<file path="src/rtl/resizer_pkg.sv">
// Shared lane layout and sizing helpers for the stream resizer.
package resizer_pkg;

   localparam int unsigned DFLT_DATA_W = 1;
   localparam int unsigned LANE_W      = 2 + DFLT_DATA_W;

   localparam int unsigned KEEP_BIT = 0;
   localparam int unsigned LAST_BIT = 1;
   localparam int unsigned DATA_LSB = 2;

   typedef struct packed {
      logic [DFLT_DATA_W-1:0] data;
      logic                   last;
      logic                   keep;
   } lane_t;

   function automatic int unsigned cnt_width(input int unsigned depth);
      return $clog2(depth + 1);
   endfunction

   function automatic int unsigned ptr_width(input int unsigned depth);
      return (depth > 1) ? $clog2(depth) : 1;
   endfunction

endpackage

</file>
<file path="src/rtl/lane_fifo.sv">
// Circular lane buffer: up to S_LANES written and M_LANES read per cycle.
module lane_fifo
   import resizer_pkg::*;
#(
   parameter int unsigned LANE_BITS = 3,
   parameter int unsigned S_LANES   = 3,
   parameter int unsigned M_LANES   = 2,
   parameter int unsigned DEPTH     = 8,
   localparam int unsigned CW = cnt_width(DEPTH),
   localparam int unsigned PW = ptr_width(DEPTH),
   localparam int unsigned SW = cnt_width(S_LANES),
   localparam int unsigned MW = cnt_width(M_LANES)
) (
   input  logic                              clk,
   input  logic                              rst,
   input  logic [S_LANES-1:0][LANE_BITS-1:0] wr_lanes,
   input  logic [SW-1:0]                     wr_num,
   input  logic [MW-1:0]                     rd_num,
   output logic [M_LANES-1:0][LANE_BITS-1:0] rd_lanes,
   output logic [CW-1:0]                     count
);

   logic [LANE_BITS-1:0] mem [DEPTH];
   logic [PW-1:0]        wr_q, rd_q;
   logic [CW-1:0]        count_q;

   // Lanes are stored unreset; only slots below count are ever exposed.
   always_ff @(posedge clk) begin
      for (int k = 0; k < S_LANES; k++) begin
         if (SW'(k) < wr_num) begin
            mem[wr_q + PW'(k)] <= wr_lanes[k];
         end
      end
   end

   always_ff @(posedge clk or posedge rst) begin
      if (rst) begin
         wr_q    <= '0;
         rd_q    <= '0;
         count_q <= '0;
      end else begin
         wr_q    <= wr_q + PW'(wr_num);
         rd_q    <= rd_q + PW'(rd_num);
         count_q <= count_q + CW'(wr_num) - CW'(rd_num);
      end
   end

   always_comb begin
      for (int j = 0; j < M_LANES; j++) begin
         rd_lanes[j] = mem[rd_q + PW'(j)];
      end
   end

   assign count = count_q;

endmodule

</file>
<file path="src/rtl/slave_packer.sv">
// Compacts kept input lanes into the lane FIFO and presents packet-bounded
// output entries to the output stage.
module slave_packer
   import resizer_pkg::*;
#(
   parameter int unsigned S_KEEP_WIDTH     = 3,
   parameter int unsigned T_DATA_WIDTH     = 1,
   parameter int unsigned M_KEEP_WIDTH     = 2,
   parameter int unsigned DEPTH            = 8,
   parameter int unsigned BUF_OUT_ENTRY_SZ = (2 + T_DATA_WIDTH) * M_KEEP_WIDTH
) (
   input  logic                        clk,
   input  logic                        rst,
   input  logic                        s_valid_i,
   output logic                        s_ready_o,
   input  logic                        s_last_i,
   input  logic [S_KEEP_WIDTH-1:0]     s_keep_i,
   input  logic [T_DATA_WIDTH-1:0]     s_data_i [S_KEEP_WIDTH],
   output logic                        underflow,
   input  logic                        master_entry_ready,
   output logic [BUF_OUT_ENTRY_SZ-1:0] master_entry
);

   localparam int unsigned LW = 2 + T_DATA_WIDTH;
   localparam int unsigned CW = cnt_width(DEPTH);
   localparam int unsigned SW = cnt_width(S_KEEP_WIDTH);
   localparam int unsigned MW = cnt_width(M_KEEP_WIDTH);

   logic [S_KEEP_WIDTH-1:0][LW-1:0] wr_lanes;
   logic [M_KEEP_WIDTH-1:0][LW-1:0] rd_lanes;
   logic [SW-1:0]                   kept_num, wr_num;
   logic [MW-1:0]                   valid_num, rd_num;
   logic [CW-1:0]                   count;
   logic [CW-1:0]                   last_cnt_q, last_cnt_d;
   logic                            push, pop, push_last, pop_last;

   // Squeeze out null lanes; the tail of the packet is the highest kept lane.
   always_comb begin
      wr_lanes = '0;
      kept_num = '0;
      for (int i = 0; i < S_KEEP_WIDTH; i++) begin
         if (s_keep_i[i]) begin
            wr_lanes[kept_num][KEEP_BIT]                  = 1'b1;
            wr_lanes[kept_num][DATA_LSB +: T_DATA_WIDTH] = s_data_i[i];
            kept_num = kept_num + SW'(1);
         end
      end
      if (kept_num != '0) begin
         wr_lanes[kept_num - SW'(1)][LAST_BIT] = s_last_i;
      end
   end

   assign s_ready_o = !rst && ((CW'(DEPTH) - count) >= CW'(S_KEEP_WIDTH));
   assign push      = s_valid_i && s_ready_o;
   assign wr_num    = push ? kept_num : '0;
   assign push_last = push && s_last_i && (kept_num != '0);

   // An entry stops after the first last-tagged lane so it never spans packets.
   always_comb begin
      master_entry = '0;
      valid_num    = '0;
      pop_last     = 1'b0;
      for (int j = 0; j < M_KEEP_WIDTH; j++) begin
         if ((CW'(j) < count) && !pop_last) begin
            master_entry[j*LW +: LW] = rd_lanes[j];
            valid_num = valid_num + MW'(1);
            pop_last  = rd_lanes[j][LAST_BIT];
         end
      end
   end

   assign underflow  = (count < CW'(M_KEEP_WIDTH)) && (last_cnt_q == '0);
   assign pop        = master_entry_ready && !underflow;
   assign rd_num     = pop ? valid_num : '0;
   assign last_cnt_d = last_cnt_q + CW'(push_last) - CW'(pop && pop_last);

   always_ff @(posedge clk or posedge rst) begin
      if (rst) begin
         last_cnt_q <= '0;
      end else begin
         last_cnt_q <= last_cnt_d;
      end
   end

   lane_fifo #(
      .LANE_BITS (LW),
      .S_LANES   (S_KEEP_WIDTH),
      .M_LANES   (M_KEEP_WIDTH),
      .DEPTH     (DEPTH)
   ) u_fifo (
      .clk      (clk),
      .rst      (rst),
      .wr_lanes (wr_lanes),
      .wr_num   (wr_num),
      .rd_num   (rd_num),
      .rd_lanes (rd_lanes),
      .count    (count)
   );

   // A last-tagged beat with no kept lanes has nowhere to carry its tag.
   a_no_empty_last: assert property (@(posedge clk) disable iff (rst)
      !(push && s_last_i && (s_keep_i == '0)));

endmodule

</file>
<file path="config.mk">
export PLATFORM = sky130hd
export DESIGN_NAME = slave_packer
export DESIGN_NICKNAME = d
export VERILOG_FILES = /design/src/rtl/resizer_pkg.sv /design/src/rtl/lane_fifo.sv /design/src/rtl/slave_packer.sv
export SDC_FILE = /design/constraint.sdc
export NUM_CORES = 1
export LEC_CHECK = 0
export ABC_AREA = 1
export BUFFER_PORTS_ARGS = -buffer_cell sky130_fd_sc_hd__buf_2
export CAP_MARGIN = 20
export CORE_MARGIN = 2
export CORE_UTILIZATION = 30
export CTS_BUF_LIST = sky130_fd_sc_hd__clkbuf_2 sky130_fd_sc_hd__clkbuf_4 sky130_fd_sc_hd__clkbuf_8
export CTS_CLUSTER_SIZE = 40
export DETAILED_ROUTE_END_ITERATION = 6
export PLACE_DENSITY_LB_ADDON = 0.05
export RECOVER_POWER = 50
export SYNTH_ARGS = -nofsm -noshare
export SYNTH_HDL_FRONTEND = slang
export SYNTH_SLANG_ARGS = --single-unit
export TNS_END_PERCENT = 10
</file>
<file path="constraint.sdc">
create_clock -name clk -period 2.8 [get_ports clk]
set_clock_uncertainty 0.2 [all_clocks]
set_input_delay 0.28 -clock clk [delete_from_list [all_inputs] [get_ports clk]]
set_output_delay 0.28 -clock clk [all_outputs]
set_load 0.05 [all_outputs]
</file>
# [Word level (Yosys, flattened, before mapping)]
# Memories as Yosys holds them, arrays and structs flattened.
# Cells that the tools add are included.
[totals] ff_bits=14 mem_bits_rw=24 inputBits=11 word_cells=85 n_memories=1
[op_classes] add_sub_neg=14 order_cmp=13 muxes=35 bitwise_logic=2 n_reduce_logical=16
[memory_table] name="u_fifo.mem" words=8 width=3 read_ports=2 rd_ports_with_merged_regs=0 write_ports=3 line_no="lane_fifo.sv:23" rtl="logic [LANE_BITS-1:0] mem [DEPTH];"
[ops] op="3-bit demux with 2-bit select" n=5
[ops] op="9-bit bitwise mux" n=3
[ops] op="9-bit 2-to-1 mux" n=3
[ops] op="1-bit 2-to-1 mux" n=14
[ops] op="2-bit 2-to-1 mux" n=6
[ops] op="3-bit 2-to-1 mux" n=4
[ops] op="1-bit logical AND" n=11
[ops] op="2-bit by 3-bit < comparator with 1-bit output (second input constant)" n=3
[ops] op="3-bit by 9-bit bitwise OR with 9-bit output" n=1
[ops] op="9-bit bitwise OR" n=1
[ops] op="1-bit by 4-bit < comparator with 1-bit output (first input constant)" n=2
[ops] op="2-bit by 1-bit adder with 2-bit output (second input constant)" n=3
[ops] op="3-bit by 1-bit adder with 3-bit output (second input constant)" n=2
[ops] op="3-bit by 2-bit adder with 3-bit output" n=2
[ops] op="2-bit by 1-bit >= comparator with 1-bit output (second input constant)" n=3
[ops] op="4-bit by 1-bit adder with 4-bit output" n=1
[ops] op="4-bit by 2-bit adder with 4-bit output" n=1
[ops] op="4-bit by 2-bit >= comparator with 1-bit output (second input constant)" n=1
[ops] op="4-bit logical NOT" n=1
[ops] op="1-bit by 2-bit < comparator with 1-bit output (first input constant)" n=2
[ops] op="4-bit by 2-bit < comparator with 1-bit output (second input constant)" n=1
[ops] op="4-bit by 1-bit subtractor with 4-bit output" n=1
[ops] op="4-bit by 2-bit subtractor with 4-bit output" n=1
[ops] op="4-bit subtractor (first input constant)" n=1
[ops] op="other kinds (5)" n=7

# [Depth between registers and ports, before layout]
[depth] depth_word=13 ltp_mapped=17

# [Cells and area by module]
# Synthesis repeated with hierarchy kept, for this count alone.
[hier_totals] cells_unflattened=474 hier_area_um2=3350.7
[by_module_without_submodules] mod="lane_fifo" n_inst=1 cells_per_inst=372 area_per_inst_um2=2723.9 seq_area_each_um2=970.9
[by_module_without_submodules] mod="slave_packer" n_inst=1 cells_per_inst=102 area_per_inst_um2=626.9 seq_area_each_um2=100.1

# [Worst setup path after synthesis]
# No wires, ideal clock.
[synth_path] kind="register -> register" startpoint="reg u_fifo.rd_q[1]" endpoint="reg u_fifo.count_q[3], in the netlist u_fifo.count[3]" setup_time_ns=0.122 arrival_ns=2.622 setup_slack_ns=-0.144 stages_incl_launch_ff=18 period_less_slack_ns=2.944 path_cell_list="dfrtp_1 -> clkbuf_1 -> inv_1 -> nor2_1 -> o21ai_0 -> nand3_1 -> nand2_1 -> o21ai_1 -> inv_1 -> ha_1 -> nand2_1 -> inv_1 -> fa_1 -> inv_1 -> ha_1 -> nand3_1 -> nand2_1 -> xnor2_1"
[synth_via] elab_chain_cells=7
[synth_rtl] element="start: declaration" line_no="lane_fifo.sv:24" rtl="logic [PW-1:0] wr_q, rd_q;"
[synth_rtl] element="start signal: assignment" line_no="lane_fifo.sv:43" rtl="rd_q <= rd_q + PW'(rd_num);"
[synth_rtl] element="memory read 8 x 3 bit"
[synth_rtl] element="1-bit 2-to-1 mux" line_no="slave_packer.sv:64" rtl="if ((CW'(j) < count) && !pop_last) begin"
[synth_rtl] element="1-bit logical NOT" line_no="slave_packer.sv:64"
[synth_rtl] element="1-bit logical AND" line_no="slave_packer.sv:64"
[synth_rtl] element="2-bit 2-to-1 mux" line_no="slave_packer.sv:64"
[synth_rtl] element="2-bit 2-to-1 mux" line_no="slave_packer.sv:74" rtl="assign rd_num = pop ? valid_num : '0;"
[synth_rtl] element="4-bit by 2-bit subtractor with 4-bit output" line_no="lane_fifo.sv:44" rtl="count_q <= count_q + CW'(wr_num) - CW'(rd_num);"
[synth_rtl] element="end signal: assignment" line_no="lane_fifo.sv:44"
[synth_rtl] element="end: declaration" line_no="lane_fifo.sv:25" rtl="logic [CW-1:0] count_q;"
# No other way between the ends.

# [Final worst setup path]
[layout_path] startpoint="reg u_fifo.rd_q[0]" endpoint="reg u_fifo.count_q[3], in the netlist u_fifo.count[3]"
# The elaborated chain is that of the path after synthesis.

==> flow_summary.toml <==
[outcome]
status = "finished with violations"
violations = "negative setup slack"

[clock_tree]
cts_tree = "yes"
clock-sinks = 38
htreeDepth = 2
cts_buffer_depth = 2
cts-root-buf = "clkbuf_8"
clk_latency_ps = 290
cts.clk_slew.worst_paths_ps = 80
cts_buffers = 5

[synth]
ys_ff_latch = 38
synth_top_area_share_pct = 22.7
syn_avg_cell_area_um2 = 7.16
synth_top_cells_by_count = "nand2_1 (112), nand3_1 (92), inv_1 (57)"
synth.area.top_cells = "edfxtp_1 (23%), nand3_1 (15%), nand2_1 (13%)"
syn_inst = 443
syn-num-nets = 479
syn_area_um2 = 3170
synth_edf_count = 24
yosys_warnings = 0
synth_ff_type = "edfxtp_1"
async_flop_share_pct = 36.8
yosysTopAreaCell = "edfxtp_1"
synth.most_common_cell = "nand2_1"
seq_area_frac_synth_pct = 33.8
synth.distinct_cells = 30

[global_routing]
grt_pass1_wl_um = 15000
grt_pass1_vias = 2908
grt_start_max_net_pins = 38
antenna_found_initial = 0
grt_use_total_pct = 17.1
grt-ovfl-total = 0

[die]
die_width_um = 107
start_util_pct = 30.9
pin_count = 19
die_h_um = 107
fp.coreArea_um2 = 10300
rows = 37
die-area_um2 = 11400

[timing]
worst_hold_slack_ps = 326
layout_min_cycle_time_ps = 2830
max_freq_mhz = 353
slew_viol_final = 0
relSlewSlack_pct = 46.2
finalHoldViolCount = 0
setup_viol_count_final = 2
worst_slack_ps = -30.5
rsz0062_at_grt = "yes"
tightest_slew_ps = 805
post-route-period-util_pct = 101

[final_layout]
area_growth_pct = 20.3
final_design_area_no_fill_um2 = 3820
fillers = 1136
diodes = 0
layout.cells.non_filler = 633
drive_gt1_share_pct = 18.1
final_nets = 532

[placement]
dp.cells = 620
numPortBuffers = 18
placed_cell_area_um2 = 3630
pre_cts_slack_ps = -155
dp_hpwl_um = 7340
gp_congestion = 0.842

[worst_setup_path]
worstPathMaxFanout = 5
r2r_slack_ps = -30
slowest_delay_ps = 590
startpoint_type = "flip-flop"
required_ps = 2790
worst_setup_path_end_kind = "flip-flop"
arrival_ps = 2820
crit_path_cell_trace = "buf_6 > nor2_4 > nor2_2 > o21ai_1 > nand3_1 > nand2_1 > o21ai_2 > inv_2 > ha_4 > nand2_2 > inv_2 > fa_1 > inv_1 > ha_1 > nand3_1 > nand2_1 > xnor2_1"
slowest_stage = "fa_1"
critPathKind = "reg2reg"

[pwr]
total_power_w = 0.00443
ir_worst_vdd_uv = 774
power_density_nw_per_um2 = 1160
p_leak_nw = 1.87

[min_path]
worst_hold_path_type = "reg2reg"

[flow_run]
maxCapViolCount = 0

[route]
totalWireLength_um = 9230
final_antenna_net_count = 0
dr.pass1.iters = 4
drt_iter0_markers = 203
route.detailed.drc = 0
vias_per_cell = 4.85
vias = 3070
wl_per_cell_um = 14.6
[flip-flops by register name (all words and copies together), names as in the netlist]
register / count
u_fifo.rd_q: 3
u_fifo.count: 4
u_fifo.mem: 24
last_cnt_q: 4
u_fifo.wr_q: 3
[through the flow]
stage	setup TNS (ps)	util, %
2_1_floorplan	-48.5	-
3_3_place_gp	-386	35.4
3_5_place_dp	-537	35.4
4_1_cts	-122	36.7
5_1_grt	-723	37.1
6_report	-47.4	37.1
[path summary, 6_finish.rpt]
check                                     from         endpoint  cells past startpoint
worst max-delay path            u_fifo.rd_q[0]  u_fifo.count[3]                     17
min in group asynchronous                  rst    last_cnt_q[3]                      4
worst min-delay path             last_cnt_q[0]    last_cnt_q[0]                      1
worst min register to register   last_cnt_q[0]    last_cnt_q[0]                      1
worst max register to register  u_fifo.rd_q[0]  u_fifo.count[3]                     17
max in group asynchronous                  rst   u_fifo.rd_q[0]                      4
[power by group]
part,switching [W],total [W],leakage (nW),internal (W)
registers,0.000132,0.000930,0.380,0.000798
clock network,0.000208,0.000417,0.0517,0.000209
logic,0.00189,0.00308,1.44,0.00119
total,0.00223,0.00443,1.87,0.00220
[per-layer routing]
| metal | GRT usage [%] | vias to the layer above | wire length (um) |
|---|---|---|---|
| met1 | 22.6 | 1410 | 4250 |
| met4 | 6.49 | 0 | 251 |
| met3 | 1.95 | 17 | 402 |
| met2 | 28.8 | 72 | 4320 |
| li1 | - | 1571 | - |
| met5 | 0 | - | 0 |
[final cells by class]
cell class              count  area [um^2]  share of cell area (%)
multi-input cells         332         1850                    48.5
flip-flops and latches     38         1070                    28.1
repair buffers             59          404                    10.6
clock buffers               7         90.1                    2.36
inverters                  60          225                    5.90
well taps                 136          170                    4.46
clock inverters             1         5.00                   0.131
[critical path: cells and delay by family (launching register included)]
kind / cells / cell delay (ps)
adders and majority gates: 3 / 1010
AOI/OAI and AO/OA: 2 / 140
DFF: 1 / 440
and+or+nand+nor: 7 / 510
buffers and inverters: 4 / 300
xor gates and xnor gates: 1 / 120
[logic make-up (layout without fill, tap and decap cells)]
kind of cell	after synthesis	count (layout)	share of synthesized area, %
flip-flops	38	38	33.8
AND/OR/NAND/NOR	257	257	36.9
adder cells (fa/ha/maj)	25	25	11.0
XOR/XNOR	7	7	1.93
AO/OA/AOI/OAI	43	43	6.98
buffers and inverters	73	127	9.38
[cells in the final DEF, fill, tap and decap left out, drive strengths merged, types with 2 or more instances in the layout]
| cell | netlist | layout |
|---|---|---|
| nand2 | 115 | 115 |
| nand3 | 93 | 93 |
| inv | 59 | 60 |
| buf | 8 | 55 |
| nor2 | 31 | 31 |
| o21ai | 27 | 27 |
| edfxtp | 24 | 24 |
| ha | 20 | 20 |
| dfrtp | 14 | 14 |
| a21oi | 13 | 13 |
| nor3 | 12 | 12 |
| clkbuf | 5 | 10 |
| xnor2 | 6 | 6 |
| fa | 5 | 5 |
| nand4 | 2 | 2 |
| nand3b | 2 | 2 |
| o211ai | 2 | 2 |
[timing repair]
action | in CTS | in global routing
buffers inserted | 1 | 3
gates resized for setup | 7 | 15
pin swaps | 3 | 10
endpoints found under the setup margin | 5 | 6
endpoints found under the hold margin | 14 | 0
cloned | 0 | 0
hold buffers | 1 | 0
Note: power is estimated with default switching activity, not from simulation.
